[src/rtl/gcd_lcm_pkg.sv]
// Shared types and constants for the GCD/LCM requester and its bench.
package gcd_lcm_pkg;

    // Sequencer states: idle, core held in reset, one settle cycle, waiting on core, response held
    typedef enum logic [2:0] {
        IDLE    = 3'd0,
        RESTART = 3'd1,
        SETTLE  = 3'd2,
        WAIT    = 3'd3,
        HOLD    = 3'd4
    } state_t;

    localparam logic OP_GCD = 1'b0;
    localparam logic OP_LCM = 1'b1;

    localparam int DEF_W = 8;

endpackage

[src/rtl/gcd_lcm_requester.sv]
// Sequencer for the combined GCD/LCM core: accepts one request, restarts the
// core, waits for ready under a timeout, and holds the response until taken.
module gcd_lcm_requester
    import gcd_lcm_pkg::*;
#(
    parameter int W          = DEF_W,
    parameter int RST_CYCLES = 2,
    parameter int TIMEOUT    = 600
) (
    input  logic         clk,
    input  logic         reset,
    input  logic         req_valid,
    output logic         req_ready,
    input  logic [W-1:0] req_a,
    input  logic [W-1:0] req_b,
    input  logic         req_op,
    output logic         rsp_valid,
    input  logic         rsp_ready,
    output logic [W-1:0] rsp_result,
    output logic         rsp_op,
    output logic         rsp_err,
    output logic [W-1:0] core_a,
    output logic [W-1:0] core_b,
    output logic         core_prompt,
    output logic         core_reset,
    input  logic         core_ready,
    input  logic [W-1:0] core_result,
    output logic         busy
);

    localparam int RW = (RST_CYCLES < 2) ? 1 : $clog2(RST_CYCLES + 1);
    localparam int TW = $clog2(TIMEOUT + 1);

    localparam logic [RW-1:0] RST_LAST = RW'(RST_CYCLES - 1);
    localparam logic [TW-1:0] TO_LAST  = TW'(TIMEOUT - 1);
    localparam logic [TW-1:0] TO_MAX   = {TW{1'b1}};

    state_t         state_q, state_d;
    logic [RW-1:0]  rst_cnt_q, rst_cnt_d;
    logic [TW-1:0]  to_cnt_q, to_cnt_d;
    logic [W-1:0]   a_d, b_d, res_d;
    logic           op_d, err_d;

    // The latched op is the response op; it only changes on acceptance
    assign rsp_op = core_prompt;

    // State, counters, latched operands and response registers
    always_ff @(posedge clk) begin
        if (reset) begin
            state_q     <= IDLE;
            rst_cnt_q   <= '0;
            to_cnt_q    <= '0;
            core_a      <= '0;
            core_b      <= '0;
            core_prompt <= 1'b0;
            rsp_result  <= '0;
            rsp_err     <= 1'b0;
        end else begin
            state_q     <= state_d;
            rst_cnt_q   <= rst_cnt_d;
            to_cnt_q    <= to_cnt_d;
            core_a      <= a_d;
            core_b      <= b_d;
            core_prompt <= op_d;
            rsp_result  <= res_d;
            rsp_err     <= err_d;
        end
    end

    // Next-state, next register values and handshake/core control outputs
    always_comb begin
        state_d    = state_q;
        rst_cnt_d  = rst_cnt_q;
        to_cnt_d   = to_cnt_q;
        a_d        = core_a;
        b_d        = core_b;
        op_d       = core_prompt;
        res_d      = rsp_result;
        err_d      = rsp_err;
        req_ready  = 1'b0;
        rsp_valid  = 1'b0;
        core_reset = 1'b1;
        busy       = 1'b1;

        case (state_q)
            IDLE: begin
                req_ready = 1'b1;
                busy      = 1'b0;
                if (req_valid) begin
                    a_d       = req_a;
                    b_d       = req_b;
                    op_d      = req_op;
                    rst_cnt_d = '0;
                    to_cnt_d  = '0;
                    // A zero operand is answered directly; the core is never started
                    if (req_a == '0 || req_b == '0) begin
                        res_d   = '0;
                        err_d   = 1'b1;
                        state_d = HOLD;
                    end else begin
                        state_d = RESTART;
                    end
                end
            end

            RESTART: begin
                if (rst_cnt_q == RST_LAST) begin
                    rst_cnt_d = '0;
                    state_d   = SETTLE;
                end else begin
                    rst_cnt_d = rst_cnt_q + RW'(1);
                end
            end

            // Ready may still be high from the previous operation, so it is ignored here
            SETTLE: begin
                core_reset = 1'b0;
                to_cnt_d   = '0;
                state_d    = WAIT;
            end

            // core_ready takes priority over a timeout landing in the same cycle
            WAIT: begin
                core_reset = 1'b0;
                if (to_cnt_q != TO_MAX)
                    to_cnt_d = to_cnt_q + TW'(1);
                if (core_ready) begin
                    res_d   = core_result;
                    err_d   = 1'b0;
                    state_d = HOLD;
                end else if (to_cnt_q >= TO_LAST) begin
                    res_d   = '0;
                    err_d   = 1'b1;
                    state_d = HOLD;
                end
            end

            HOLD: begin
                rsp_valid = 1'b1;
                if (rsp_ready)
                    state_d = IDLE;
            end

            default: begin
                state_d = IDLE;
            end
        endcase
    end

endmodule

[config.mk]
export PLATFORM = sky130hd
export DESIGN_NAME = gcd_lcm_requester
export DESIGN_NICKNAME = d
export VERILOG_FILES = /design/src/rtl/gcd_lcm_pkg.sv /design/src/rtl/gcd_lcm_requester.sv
export SDC_FILE = /design/constraint.sdc
export NUM_CORES = 1
export LEC_CHECK = 0
export CAP_MARGIN = 10
export CORE_ASPECT_RATIO = 1.5
export CORE_MARGIN = 2
export CORE_UTILIZATION = 30
export DETAILED_ROUTE_END_ITERATION = 10
export MAX_ROUTING_LAYER = met4
export SYNTH_ARGS = -nofsm -noshare
export SYNTH_HDL_FRONTEND = slang
export SYNTH_SLANG_ARGS = --single-unit
export TNS_END_PERCENT = 100
[constraint.sdc]
create_clock -name clk -period 1.4 [get_ports clk]
set_input_delay 0.35 -clock clk [delete_from_list [all_inputs] [get_ports clk]]
set_output_delay 0.35 -clock clk [all_outputs]
set_load 0.1 [all_outputs]
Yosys cells after proc, flatten, opt, wreduce, memory -nomap -nowiden
Index checks and enable logic that the tools add are counted.

Bits in registers: 41. Bits of input ports: 30. Output and inout bits: 31. Word-level logic and storage cells: 63.

Add/subtract/negate cells: 2. Order comparisons: 1. Equality and inequality tests: 12. Muxes and demuxes: 27. Reduce and logical (&&, ||, !) cells: 13.

Operators with widths (count): 8-bit 2-to-1 mux (4); 10-bit case mux with 3 select lines (1); 10-bit 2-to-1 mux (2); 3-bit 2-to-1 mux (6); 8-bit logical NOT (2); 8-bit case mux with 2 select lines (1); 3-bit case mux with 5 select lines (1); 10-bit by 1-bit adder with 10-bit output, second input constant (1); 10-bit greater-or-equal comparator, second input constant (1); 10-bit inequality test, second input constant (1); 2-bit inequality test, second input constant (5); 1-bit 2-to-1 mux (8); 4-bit AND reduction (2); 3-bit by 2-bit equality test with 1-bit output, second input constant (2); 2-bit 2-to-1 mux (2); 2-bit case mux with 2 select lines (1); 2-bit AND reduction (2); 2-bit nonzero test (2); 3-bit by 1-bit equality test with 1-bit output, second input constant (1); 3-bit equality test, second input constant (1); 3-bit logical NOT (1); 3-bit inequality test, second input constant (1); 3-bit AND reduction (1); 3-bit nonzero test (1); other kinds (5) (5).

Longest topological paths before layout
Depth in word-level cells: 5. Mapped depth: 7. Gate-level depth less buffers: 6.

Least setup slack after synthesis
No wires, ideal clock.

Path type: reg2reg. Start point: reg state_q[2]. End point: reg state_q[2]. Arrival: 3.346 ns. Slack: -2.005 ns. Stages on the path, launching flop included: 5. Buffers on the path: 1. Period minus slack after synthesis: 3.405 ns. Cell sequence: dfxtp_1 buf_1 nor3b_1 nor3b_1 a31o_1.

Longest elaborated chain between the ends: 3. Elaborated cells between the ends (all ways): 11. Classes of those cells: eq/ne (8); mux (1); reduce/logical (2).

Ends and longest elaborated chain: start, declared (RTL line gcd_lcm_requester.sv:38) `state_t state_q, state_d;`; start signal, assigned (RTL line gcd_lcm_requester.sv:59) `state_q <= state_d;`; 3-bit by 2-bit equality test with 1-bit output (tied with other cells) (RTL line gcd_lcm_requester.sv:85) `case (state_q)`; 3-bit inequality test (no line) or 2-bit inequality test (tied branches); 4-bit AND reduction (no line).

Parallel ways exist; a longest one is shown, timed or not. A chain may end at the register's enable or synchronous reset.

Final worst setup path
Start point: reg state_q[0]. End point: out req_ready.

Longest elaborated chain between the ends: 2.

Ends and longest elaborated chain: 3-bit logical NOT (RTL line gcd_lcm_requester.sv:85); 1-bit 2-to-1 mux (RTL line gcd_lcm_requester.sv:85); end, declared (RTL line gcd_lcm_requester.sv:13) `output logic req_ready,`.

No other way between the ends.

==> impl_results.md <==
* Status: finished, violations left
* Violated checks: negative setup slack
* Maximum fanout along the worst path at 4
* Worst path bufs/invs at 2
* Commonest non-fill, non-tap cell in the layout: nand2_1
* CP endpoint kind: output port
* Post-Syn Nets at 263
* Number of flops mapped to enable cells by yosys at 0
* Post-route design area at 3610 um^2
* Die width at 68.5 um
* Critical Path, Cell by Cell: or3_4 -> inv_12 -> buf_16
* Final period util at 1.21
* Placer Congestion at 0.800
* CP delay by family, top: simple AND/OR/NAND/NOR gates
* Pwr/cell area at 1260 nW/um^2
* Kind of critical path: register to output port
* Post-route ant nets at 0
* Reg2reg setup slack at -0.16 ns
* CTS tree: yes
* Worst Path Required at 1.05 ns
* Initial drt markers at 84
* Unrepaired setup endpoints after global routing: true
* R2R Path End: to_cnt_q[9]$_SDFFE_PP0P_
* Top Metal Used: met4
* CTS buffer count at 5
* WL met3 at 139 um
* Clk_skew at 0.0100 ns
* Worst ir drop on vdd at 0.669 mV
* Critical-path top delay cell: or3_4
* Grt total ovfl at 0
* Wire per inst at 14.4 um
* Layout fillers at 531
* CP arrival at 1.35 ns
* CORE AREA at 6090 um^2
* Initial Utilization at 0.308
* Seq/Total Area, Yosys at 0.439
* Post-synth top flop: dfxtp_1
* CP Launch Type: register
* Clock Latency Late Sink at 0.30 ns
* Cells after DPL at 392
* Max Cap Viol at 0
* Finished Layout Cells at 416
* FP Rows at 35
* Synth Register Bits at 41
* Fraction of registers with async set/reset at 0
* Crit path launch: state_q[0]$_SDFFE_PP0P_
* Post-DR vias/cell at 4.93
* IO Count at 61
* Critical path depth in cells at 3
* Slew headroom at 0.804
* Root Driver: clkbuf_8
* RR Startpoint: state_q[0]$_SDFFE_PP0P_
* Final count of hold timing violations at 0
* First-pass GRT wire length at 9990 um
* Share of cells above drive strength 1 at 0.404
* # diodes at 0
* Vias in the first global route at 2195
* Unique cell type count in the Yosys netlist at 39
* Nets at 372
* Storage cell area at 831 um^2
* Max Freq at 0.590 GHz
* Footprint of the multi-input gates at 1160 um^2
* Sink Count at 41
* M1 wire length at 2280 um
* Worst-Margin Slew at 0.291 ns
* Vias at 2051
* Level count of the clock H-tree at 2
* Total power at 4560 uW
* WL met2 at 3460 um
* Finish-stage setup viols at 42
* Worst-path clk slew at 0.09 ns
* Pins Over Slew Limit at 0
* Placement Cell Area at 3190 um^2
* Worst setup path end: req_ready
* Post-Synthesis Cells at 232
* Total number of yosys warnings at 0
* Commonest cells after routing, fill and taps aside: 45 x nand2_1, 44 x buf_4, 35 x dfxtp_1
* Initial antenna violation count at 0
* Minimum clock period after layout at 1.70 ns
* Height of the die at 101 um
* Die footprint at 6900 um^2
* Final TNS setup at -3.59 ns
* Final wirelength at 6000 um
* Mean area per synthesized cell at 8.07 um^2
* Clock Path Buffers at 2
* GRT Total Usage at 0.197
* Hold Path Class: primary input to register
* Final worst slack at -0.295 ns
* Area growth, synth to finish at 93.0%
* CP max stage delay at 0.46 ns
* Worst reg2reg path depth at 8
* IO Port Bufs at 60
* Mapped Area at 1870 um^2
* Post-DP HPWL at 4110 um
* Leakage at 0.00141 uW
* Drt pass-1 iters at 4
* Largest net degree at the start of global routing at 20
* # DRC at 0
==> worst min path at each step <==
stage | cells after the start | slack [ns] | endpoint | start
after floorplan | 2 | 0.42 | rst_cnt_q[1]$_SDFFE_PP0P_ | rst_cnt_q[1]$_SDFFE_PP0P_
after global placement | 2 | 0.45 | rst_cnt_q[1]$_SDFFE_PP0P_ | rst_cnt_q[1]$_SDFFE_PP0P_
after detailed placement | 2 | 0.45 | rst_cnt_q[1]$_SDFFE_PP0P_ | rst_cnt_q[1]$_SDFFE_PP0P_
after CTS | 3 | 0.43 | core_b[3]$_SDFFE_PP0P_ | req_b[3]
after global routing | 3 | 0.45 | core_a[5]$_SDFFE_PP0P_ | req_a[5]
final | 3 | 0.43 | core_a[1]$_SDFFE_PP0P_ | req_a[1]
==> worst min-delay path, delay by kind of cell <==
family,cells,cell delay (ns)
and+or+nand+nor,1,0.05
AOI/OAI and AO/OA,1,0.05
buffers and inverters,1,0.24
==> stage by stage <==
step                hold slack (ns)  setup slack [ns]  utilization
CTS                           0.427            -0.307        0.576
floorplan                     0.421            -0.377            -
global route                  0.453            -0.327        0.593
detailed placement            0.454            -0.507        0.525
finish                        0.433            -0.295        0.593
global placement              0.445            -0.483        0.525
==> area by class of cell <==
| cell class | count | share of cell area |
|---|---|---|
| well taps | 74 | 0.0256 |
| inverters | 4 | 0.00762 |
| multi-input cells | 173 | 0.320 |
| clock buffers | 6 | 0.0229 |
| flip-flops and latches | 41 | 0.230 |
| repair buffers | 116 | 0.383 |
| clock inverters | 2 | 0.0104 |
==> registers in the layout, indices dropped and copies added (netlist names) <==
name         cells
core_a           8
core_b           8
core_prompt      1
rsp_err          1
rsp_result       8
rst_cnt_q        2
state_q          3
to_cnt_q        10
==> synth_stat cells, types with 4 or more instances <==
master | n | area (um^2)
a21oi_1 | 43 | 215
a311oi_1 | 8 | 70.1
buf_2 | 7 | 35.0
clkbuf_1 | 6 | 22.5
dfxtp_1 | 41 | 821
nand2_1 | 47 | 176
nand3_1 | 4 | 20.0
nand4_1 | 5 | 31.3
nor2_1 | 15 | 56.3
nor4_1 | 4 | 25.0
xor2_1 | 7 | 61.3
==> logic make-up after synthesis <==
family,Yosys count,share of synthesized area
AND/OR/NAND/NOR,100,0.269
AO/OA/AOI/OAI,61,0.196
flip-flops,41,0.439
buffers and inverters,21,0.0528
XOR/XNOR,8,0.0374
adder cells (fa/ha/maj),1,0.00668
==> repair_timing <==
action                     CTS  global route
gates cloned                 4             1
hold buffers                 0             0
setup endpoints to repair   42            42
gates resized for setup     49            13
buffers inserted             8             3
pin swaps                   25            16
==> per-layer routing <==
metal,track usage,vias up
met3,0.0291,11
li1,-,1035
met2,0.358,35
met5,-,-
met1,0.209,970
met4,0.0692,0
==> power by group <==
part	switching, uW	internal (uW)
Sequential	87.2	1250
Clock	431	580
Combinational	1280	931
Total	1790	2760
No activity file was read; power rests on OpenSTA's default activity.
